<file path="config.mk">
export PLATFORM = sky130hd
export DESIGN_NAME = conv_pool_sequencer
export DESIGN_NICKNAME = d
export VERILOG_FILES = /design/src/rtl/conv_pool_sequencer.sv
export SDC_FILE = /design/constraint.sdc
export NUM_CORES = 1
export LEC_CHECK = 0
export CAP_MARGIN = 40
export CORE_MARGIN = 5
export CORE_UTILIZATION = 50
export DETAILED_ROUTE_END_ITERATION = 10
export PLACE_DENSITY = 0.84
export SLEW_MARGIN = 20
export SYNTH_ARGS = -nofsm -noshare
export SYNTH_HDL_FRONTEND = slang
export SYNTH_SLANG_ARGS = --single-unit
export TNS_END_PERCENT = 20
</file>
<file path="constraint.sdc">
create_clock -name iCLK -period 3.27 [get_ports iCLK]
set_clock_uncertainty 0.15 [all_clocks]
set_input_delay 0.654 -clock iCLK [delete_from_list [all_inputs] [get_ports iCLK]]
set_output_delay 0.654 -clock iCLK [all_outputs]
set_load 0.03 [all_outputs]
</file>
<file path="src/rtl/conv_pool_sequencer.sv">
// conv_pool_sequencer: loop sequencer for one 3x3-conv + 2x2-maxpool layer with data-aligned MAC/pool strobes.
// Optional stall-cycle counter enabled by defining CONV_SEQ_STALL_CNT_EN.
module conv_pool_sequencer #(
  parameter int WIDTH    = 14,
  parameter int HEIGHT   = 18,
  parameter int NUM_CH   = 2,
  parameter int PIPE_LAT = 2
) (
  input  logic        iCLK,
  input  logic        iRST,
  input  logic        iSTART,
  input  logic        iSTALL,
  output logic        oBUSY,
  output logic        oDONE,
  output logic        oRD_EN,
  output logic [3:0]  oTAP,
  output logic [1:0]  oPOS,
  output logic [3:0]  oCOL,
  output logic [3:0]  oROW,
  output logic [1:0]  oCH,
  output logic        oMAC_CLR,
  output logic        oMAC_LAST,
  output logic        oPOOL_FIRST,
  output logic        oWR_EN,
  output logic [8:0]  oWR_ADDR,
  output logic [15:0] oSTALL_CNT
);
  localparam int OUT_W = (WIDTH - 2) / 2;
  localparam int OUT_H = (HEIGHT - 2) / 2;
  localparam logic [3:0] COL_MAX = 4'(OUT_W - 1);
  localparam logic [3:0] ROW_MAX = 4'(OUT_H - 1);
  localparam logic [1:0] CH_MAX  = 2'(NUM_CH - 1);
  localparam logic [2:0] FL_MAX  = 3'(PIPE_LAT);
  localparam logic [8:0] ROW_SZ  = 9'(OUT_W);
  localparam logic [8:0] CH_SZ   = 9'(OUT_W * OUT_H);
  typedef enum logic [1:0] {S_IDLE, S_RUN, S_FLUSH, S_DONE} state_t;
  state_t r_state, w_next;
  logic [3:0] r_tap, r_col, r_row;
  logic [1:0] r_pos, r_ch;
  logic [2:0] r_fl;
  logic       r_wr_en;
  logic [8:0] r_wr_addr;
  logic       w_rd, w_tap_w, w_pos_w, w_col_w, w_row_w, w_last, w_wr;
  logic [8:0] w_addr;
  // Stage layout: {valid, tap==0, tap==8, pos==0, pos==3, addr[8:0]}
  logic [13:0] r_dl [PIPE_LAT];
  logic [13:0] w_tail;
  assign w_tail = r_dl[PIPE_LAT-1];
  always_comb begin
    w_rd    = (r_state == S_RUN) && !iSTALL;
    w_tap_w = r_tap == 4'd8;
    w_pos_w = w_tap_w && (r_pos == 2'd3);
    w_col_w = w_pos_w && (r_col == COL_MAX);
    w_row_w = w_col_w && (r_row == ROW_MAX);
    w_last  = w_row_w && (r_ch == CH_MAX);
    w_wr    = w_tail[13] && w_tail[11] && w_tail[9];
    w_addr  = 9'(r_ch) * CH_SZ + 9'(r_row) * ROW_SZ + 9'(r_col);
    w_next  = r_state == S_IDLE  ? (iSTART ? S_RUN : S_IDLE) :
              r_state == S_RUN   ? ((w_rd && w_last) ? S_FLUSH : S_RUN) :
              r_state == S_FLUSH ? ((r_fl == FL_MAX) ? S_DONE : S_FLUSH) :
              S_IDLE;
  end
  always_ff @(posedge iCLK) begin
    if (iRST) begin
      r_state   <= S_IDLE;
      r_tap     <= '0;
      r_pos     <= '0;
      r_col     <= '0;
      r_row     <= '0;
      r_ch      <= '0;
      r_fl      <= '0;
      r_wr_en   <= 1'b0;
      r_wr_addr <= '0;
      for (int k = 0; k < PIPE_LAT; k++) r_dl[k] <= '0;
    end else begin
      r_state <= w_next;
      r_fl    <= (r_state == S_FLUSH) ? r_fl + 3'd1 : 3'd0;
      if (w_rd) begin
        r_tap <= w_tap_w ? 4'd0 : r_tap + 4'd1;
        r_pos <= r_pos + 2'(w_tap_w);
        r_col <= w_col_w ? 4'd0 : r_col + 4'(w_pos_w);
        r_row <= w_row_w ? 4'd0 : r_row + 4'(w_col_w);
        r_ch  <= w_last  ? 2'd0 : r_ch + 2'(w_row_w);
      end
      // Shifts every cycle; a stalled cycle enters as a bubble with valid=0
      r_dl[0] <= {w_rd, r_tap == 4'd0, w_tap_w, r_pos == 2'd0, r_pos == 2'd3, w_addr};
      for (int k = 1; k < PIPE_LAT; k++) r_dl[k] <= r_dl[k-1];
      r_wr_en <= w_wr;
      if (w_wr) r_wr_addr <= w_tail[8:0];
    end
  end
  assign oBUSY       = (r_state == S_RUN) || (r_state == S_FLUSH);
  assign oDONE       = r_state == S_DONE;
  assign oRD_EN      = w_rd;
  assign oTAP        = r_tap;
  assign oPOS        = r_pos;
  assign oCOL        = r_col;
  assign oROW        = r_row;
  assign oCH         = r_ch;
  assign oMAC_CLR    = w_tail[13] && w_tail[12];
  assign oMAC_LAST   = w_tail[13] && w_tail[11];
  assign oPOOL_FIRST = w_tail[13] && w_tail[11] && w_tail[10];
  assign oWR_EN      = r_wr_en;
  assign oWR_ADDR    = r_wr_addr;
`ifdef CONV_SEQ_STALL_CNT_EN
  logic [15:0] r_stall_cnt;
  always_ff @(posedge iCLK) begin
    if (iRST || (r_state == S_IDLE && iSTART)) r_stall_cnt <= '0;
    else if (r_state == S_RUN && iSTALL && r_stall_cnt != 16'hFFFF) r_stall_cnt <= r_stall_cnt + 16'd1;
  end
  assign oSTALL_CNT = r_stall_cnt;
`else
  assign oSTALL_CNT = '0;
`endif
endmodule

</file>
## Yosys cells after proc, flatten, opt, wreduce, memory -nomap -nowiden

Memory sizes are Yosys's and may differ from the RTL's.
Cells that the tools add are included.

- Flip-flop bits (word level): 31
- RAM bits: 28
- Word-level logic and storage cells: 63
- Memories kept: 1
- Input bits: 4
- Output and inout bits: 48

- Multiply operators: 2
- Reductions and logical operators: 16
- Muxes and demuxes: 15
- Bitwise gates (word level): 3
- Add/sub/neg operators: 8
- Equal/unequal tests: 9

Memories:

| memory | words | bits a word | read ports | clocked after Yosys merged registers in | wr ports | RTL line | text |
|---|---|---|---|---|---|---|---|
| r_dl | 2 | 14 | 2 | 0 | 2 | 46 | `logic [13:0] r_dl [PIPE_LAT];` |

Operators with widths:

| operator | count |
|---|---|
| $mux 14 | 2 |
| $mux 4 | 3 |
| $logic_and 1x1->1 | 10 |
| $mux 2 | 5 |
| $add 8x7->9 | 1 |
| $add 9x4->9 | 1 |
| $add 4x1->4 | 2 |
| $eq 4x3->1 const B | 2 |
| $eq 2x2->1 const B | 3 |
| $mul 4x2->6 const B | 1 |
| $mux 1 | 5 |
| $add 2x1->2 | 2 |
| $add 4x1->4 const B | 1 |
| $eq 2x1->1 const B | 2 |
| $eq 4x4->1 const B | 1 |
| $logic_not 2->1 | 2 |
| $logic_not 4->1 | 1 |
| $mul 2x2->4 const B | 1 |
| $add 3x1->3 const B | 1 |
| $eq 3x2->1 const B | 1 |
| $or 1x1->1 | 2 |
| $reduce_or 2->1 | 1 |
| $logic_not 1->1 | 1 |
| $logic_or 1x1->1 | 1 |
| $not 1->1 | 1 |

## Depth between registers and ports, before layout

Gate-level depths: netlist (run 1).

- Depth in word-level cells: 9
- Mapped depth: 10
- Gate-level depth less buffers: 9

## Worst setup path after synthesis (run 1)

Ideal clock, no wire load.

- Path kind: reg-to-reg
- Start: reg r_row[1] (netlist: oROW[1])
- End: mem r_dl[0][6]
- Clock period less this slack: 2.788 ns
- Data arrival time: 2.504 ns
- Cell stages (with the launch flop): 7
- Path buffers: 0
- Slack: 0.482 ns
- Setup time: 0.134 ns
- Cell sequence: dfxtp_1 -> ha_1 -> fa_1 -> ha_1 -> o21a_2 -> and3_1 -> or4_1

RTL lines:

| item | RTL line | text |
|---|---|---|
| from (decl) | 38 | `logic [3:0] r_tap, r_col, r_row;` |
| from (signal assigned) | 82 | `r_row <= w_row_w ? 4'd0 : r_row + 4'(w_col_w);` |
| to (decl) | 46 |  |

==> results of run 1 <==
==> final timing paths <==
path                    startpoint                     end  slack (ns)  cells past startpoint
max           oROW[1]$_SDFFE_PP0P_   r_dl[0][6]$_SDFF_PP0_        0.55                      7
min          r_dl[0][9]$_SDFF_PP0_  r_dl[0][23]$_SDFF_PP0_        0.28                      1
max reg2reg   oROW[1]$_SDFFE_PP0P_   r_dl[0][6]$_SDFF_PP0_        0.55                      7
min reg2reg  r_dl[0][9]$_SDFF_PP0_  r_dl[0][23]$_SDFF_PP0_        0.28                      1
==> sequential cells by signal, indices dropped and copies added, names as in the netlist <==
| signal | count |
|---|---|
| oCH | 2 |
| oROW | 4 |
| oTAP | 4 |
| oWR_ADDR | 9 |
| oWR_EN | 1 |
| oCOL | 4 |
| r_dl | 28 |
| r_state | 2 |
| r_fl | 3 |
| oPOS | 2 |
==> per-layer routing <==
metal  global-route usage (%)  vias to the layer above  routed length, um  part of all wire (%)
met5                        0                        -                  0                     0
met4                     7.19                        0                102                   1.9
met3                     6.12                       14                342                   6.4
met2                     24.8                       60               2540                    48
met1                     16.8                      962               2330                    44
li1                         -                     1075                  -                     -
==> layout make-up <==
| class | instances | area [um^2] | share of cell area, % |
|---|---|---|---|
| inverter | 15 | 56.3 | 1.67 |
| clock inverter | 4 | 50.0 | 1.49 |
| clock buffer | 11 | 151 | 4.49 |
| multi-input combinational | 216 | 1480 | 43.8 |
| timing repair buffer | 38 | 365 | 10.8 |
| tap | 72 | 90.1 | 2.67 |
| sequential | 59 | 1180 | 35.1 |
==> metrics by stage <==
step	std cells	hold WS (ns)	setup slack (ns)	utilization, %	cell area [um^2]
finish	415	0.282	0.555	61.2	3370
global route	415	0.299	0.396	61.2	3370
CTS	415	0.284	0.556	61.2	3370
detailed placement	400	0.273	0.561	57.5	3170
global placement	400	0.267	0.637	57.5	3170
floorplan	318	0.264	0.482	-	2890
==> power groups by stage <==
stage | Combinational (W) | Clock, W | Sequential (W)
3_3_place_gp | 0.0000892 | 0 | 0.000750
4_1_cts | 0.0000912 | 0.000680 | 0.000734
3_5_place_dp | 0.0000904 | 0 | 0.000750
5_1_grt | 0.0000991 | 0.000707 | 0.000735
2_1_floorplan | 0.0000805 | 0 | 0.000753
6_report | 0.0000916 | 0.000664 | 0.000734
==> worst reg2reg max path, delay by kind of cell, from the launching register on <==
family	cells	cell delay (ns)
DFF	1	0.38
AOI/OAI and AO/OA	1	0.18
adders and majority gates	3	1.12
and+or+nand+nor	3	0.75
==> cells in the mapped netlist (2+ instances only) <==
cell type / n / area [um^2]
dfxtp_1: 59 / 1180
nand2_1: 34 / 128
ha_1: 28 / 350
a21oi_1: 22 / 110
nor2b_1: 19 / 119
buf_4: 17 / 128
inv_1: 15 / 56.3
nor2_1: 15 / 56.3
nor3_1: 7 / 35.0
xnor2_1: 7 / 61.3
nand3_1: 6 / 30.0
a211oi_1: 5 / 37.5
o21ai_0: 5 / 25.0
and3_1: 4 / 25.0
clkbuf_1: 4 / 15.0
nand3b_1: 4 / 30.0
nand4b_1: 4 / 35.0
buf_1: 3 / 11.3
buf_2: 3 / 15.0
nand2b_1: 3 / 18.8
nor4bb_1: 3 / 30.0
a21o_1: 2 / 15.0
and2_1: 2 / 12.5
fa_1: 2 / 40.0
nor3b_1: 2 / 15.0
nor4b_1: 2 / 17.5
o311ai_1: 2 / 17.5
or2_2: 2 / 12.5
or4_1: 2 / 15.0
==> logic make-up after synthesis <==
kind of cell / Yosys count / share of synthesized area (%)
and+or+nand+nor: 114 / 22.5
other: 1 / 0.132
xor gates and xnor gates: 8 / 2.47
adders and majority gates: 30 / 13.8
buffers and inverters: 43 / 8.34
DFF: 59 / 41.6
muxes: 1 / 0.353
AOI/OAI and AO/OA: 47 / 10.8
==> impl_metrics.toml, run 1 <==
[final_layout]
syn2layout_area_growth_pct = 18.8
fin_nets = 373
drive_gt1_share_pct = 7.87
mostFrequentLayoutCells = "59 x dfxtp_1, 34 x nand2_1, 33 x clkdlybuf4s50_1"
fillers = 459
final_common_cell = "dfxtp_1"
antenna-diode-count = 0

[clocking]
cts_buffers = 9
post_cts_buffers = 0
cts_hold_buf = 0
htreeDepth = 3
cts_tree = "yes"
clock_sinks = 59
cts-root-buf = "clkbuf_8"
clk_path_buf_depth = 2
path_clk_slew_ns = 0.07
clk_latency_ns = 0.34
ctsResizeCount = 0

[die]
start_util_pct = 51.5
die_w_um = 85.3
core_mm2 = 0.00551
dieArea_mm2 = 0.00728
row_count = 27
ioPinCount = 52
die_h_um = 85.3

[global_route]
antenna_found_initial = 0
overflow = 0
track_usage_pct = 15.0
grt_pass1_vias = 1927
grt_first_pass_wirelength_um = 8690
grt_max_degree = 31

[yosys]
seq_area_frac_synth_pct = 41.6
synth_seq_cells = 59
synth_cell_types = 49
async_flop_share_pct = 0
yosys_most_used_dff = "dfxtp_1"
syn_area_mm2 = 0.00284
syn_inst = 303
avgSynthCellArea_um2 = 9.36
synth_edf_count = 0
yosys_warnings = 0

[critical_path]
cp_cell_sequence = "ha_1 -> fa_1 -> a21o_1 -> ha_1 -> nor3b_4 -> and3_1 -> or4_1"
worstSetupPathType = "flop to flop"
cp.required_ns = 3.33
critical-path-slowest-cell = "or4_1"
cp.buffers_inverters = 0
crit_path_start_kind = "flop"
arrival_ns = 2.78
crit_fanout = 8
cpMostUsedCell = "ha_1"
cpLargestDelayFamily = "adder cells"
slowest_delay_ns = 0.50
cp-end-kind = "flop"

[route]
num_vias = 2111
drc_errors = 0
wl_per_cell_um = 12.8
drt_pre_antenna_iters = 4
drt-total-wl_um = 5310
drt_iter0_drc = 99
final_antenna_net_count = 0
vias_per_cell = 5.09

[power]
p_per_area_mw_per_mm2 = 442
seqPwrFrac_pct = 49.3
power.internal_w = 0.00114
p_clk_share_pct = 44.6
ir_worst_vdd_v = 0.000364
power_w = 0.00149
p_sw_w = 0.000350
combPwrFrac_pct = 6.1
power.static_leakage_nw = 1.39
swShare_pct = 23.5

[sta]
max_freq_mhz = 368
post-route-min-period_ns = 2.72
tns_ns = 0
slew_viol_final = 0
hold_violations = 0
finalSetupViolations = 0
min_period_over_period_pct = 83.0
grt_setup_unrepaired = "no"

[worst_hold_path]
hp-class = "flop to flop"

[placement]
io_buffers = 35
place_congestion = 0.827
dp_hpwl_um = 3800

[run_status]
status = "finished clean"

[job]
cap_violations = 0
Note: power is estimated with default switching activity, not from simulation.
==> inputs of run 2 (changes only) <==
==> constraint.sdc (replaced) <==
create_clock -name iCLK -period 2.5 [get_ports iCLK]
set_clock_uncertainty 0.15 [all_clocks]
set_input_delay 0.5 -clock iCLK [delete_from_list [all_inputs] [get_ports iCLK]]
set_output_delay 0.5 -clock iCLK [all_outputs]
set_load 0.03 [all_outputs]
==> run 2 against run 1 <==
Effect of this change: global-route usage up 0.84 points; clock power is 61% higher; largest cell class unchanged; sequential power grew 30%; critical path type unchanged; die area is the same; highest routed layer unchanged.
==> impl_metrics.toml, run 2 (synthesis gave the netlist of run 1 again) <==
[global_route]
antenna_found_initial = 0
track_usage_pct = 15.9
grt_max_degree = 26
overflow = 0
grt_first_pass_wirelength_um = 9340
grt_pass1_vias = 1996

[critical_path]
cp_cell_sequence = "ha_4 -> fa_2 -> ha_2 -> o21a_4 -> and3_1 -> or4_1"
cp-end-kind = "flop"
cpLargestDelayFamily = "adder cells"
crit_fanout = 6
cp.buffers_inverters = 0
critical-path-slowest-cell = "fa_2"
cp.required_ns = 2.55
crit_path_start_kind = "flop"
arrival_ns = 2.52
slowest_delay_ns = 0.51
worstSetupPathType = "flop to flop"

[final_layout]
largest_register = "r_dl"
register_area_mm2 = 0.00119
final_common_cell = "dfxtp_1"
syn2layout_area_growth_pct = 25.3
fillers = 423
multi_input_area_mm2 = 0.00153
final_cells = 425
largest_reg_flops = 28
drive_gt1_share_pct = 13.3
antenna-diode-count = 0
fin_nets = 382
mostFrequentLayoutCells = "56 x dfxtp_1, 34 x nand2_1, 33 x clkdlybuf4s50_1"

[route]
final_antenna_net_count = 0
drt_iter0_drc = 157
drc_errors = 0
drt-total-wl_um = 5590
num_vias = 2127
wl_per_cell_um = 13.1
drt_pre_antenna_iters = 4
vias_per_cell = 5.00

[clocking]
clk_latency_ns = 0.34
path_clk_slew_ns = 0.07
clk_path_buf_depth = 2
clock_sinks = 59
cts_hold_buf = 0
cts_buffers = 9
ctsResizeCount = 0
post_cts_buffers = 0
htreeDepth = 3
cts-root-buf = "clkbuf_8"
cts_tree = "yes"

[power]
seqPwrFrac_pct = 44.5
power.internal_w = 0.00167
p_sw_w = 0.000475
p_per_area_mw_per_mm2 = 605
p_clk_share_pct = 49.7
swShare_pct = 22.1
combPwrFrac_pct = 5.8
power.static_leakage_nw = 1.46
ir_worst_vdd_v = 0.000540

[run_status]
status = "finished clean"

[die]
die_h_um = 85.3
row_count = 27
start_util_pct = 51.5
dieArea_mm2 = 0.00728
ioPinCount = 52
core_mm2 = 0.00551
die_w_um = 85.3

[sta]
post-route-min-period_ns = 2.47
holdWs_ns = 0.280
max_freq_mhz = 405
hold_violations = 0
finalSetupViolations = 0
grt_setup_unrepaired = "yes"
worst_slack_ns = 0.0295
slew_viol_final = 0
tns_ns = 0
min_period_over_period_pct = 98.8

[placement]
io_buffers = 35
placed_cells = 409
dp_slack_ns = 0.0154
place_congestion = 0.777
dp_hpwl_um = 3870

[worst_hold_path]
hp-class = "flop to flop"

[job]
cap_violations = 0
-- run 2: layout make-up --
class                   instances  share of cell area [%]
multi-input cells             216                    43.2
clock inverters                 6                    3.10
flip-flops and latches         59                    33.6
clock buffers                  10                    3.87
well taps                      72                    2.54
inverters                      15                    1.58
repair buffers                 47                    12.2
-- run 2: per-layer routing --
metal	share of wire (%)	track usage (%)
met5	0	0
met4	1.9	5.90
met3	6.9	6.50
met2	48	25.4
met1	43	19.1
-- run 2: path summary, 6_finish.rpt --
| path | slack [ns] | end | cells past startpoint | startpoint |
|---|---|---|---|---|
| worst max register to register | 0.03 | r_dl[0][6]$_SDFF_PP0_ | 6 | oROW[1]$_SDFFE_PP0P_ |
| worst min register to register | 0.28 | r_dl[0][18]$_SDFF_PP0_ | 1 | r_dl[0][4]$_SDFF_PP0_ |
| worst max-delay path | 0.03 | r_dl[0][6]$_SDFF_PP0_ | 6 | oROW[1]$_SDFFE_PP0P_ |
| worst min-delay path | 0.28 | r_dl[0][18]$_SDFF_PP0_ | 1 | r_dl[0][4]$_SDFF_PP0_ |
-- run 2: power by group through the flow --
stage / combinational [W] / sequential (W) / clock [W]
5_1_grt: 0.000133 / 0.000958 / 0.00114
6_report: 0.000124 / 0.000957 / 0.00107
3_3_place_gp: 0.000118 / 0.000978 / 0
3_5_place_dp: 0.000120 / 0.000978 / 0
4_1_cts: 0.000122 / 0.000957 / 0.00109
2_1_floorplan: 0.000105 / 0.000982 / 0
-- run 2: worst reg2reg max path, delay by kind of cell, from the launching register on --
kind	cells	cell delay (ns)
simple gates	2	0.66
flops	1	0.38
fa+ha+maj	3	0.96
compound gates	1	0.21
-- run 2: per-stage QoR --
stage	total power [W]	utilization [%]	area [um^2]
2_1_floorplan	0.00109	-	2920
3_3_place_gp	0.00110	59.2	3260
3_5_place_dp	0.00110	59.2	3260
4_1_cts	0.00217	63.7	3510
5_1_grt	0.00223	64.5	3550
6_report	0.00215	64.5	3550
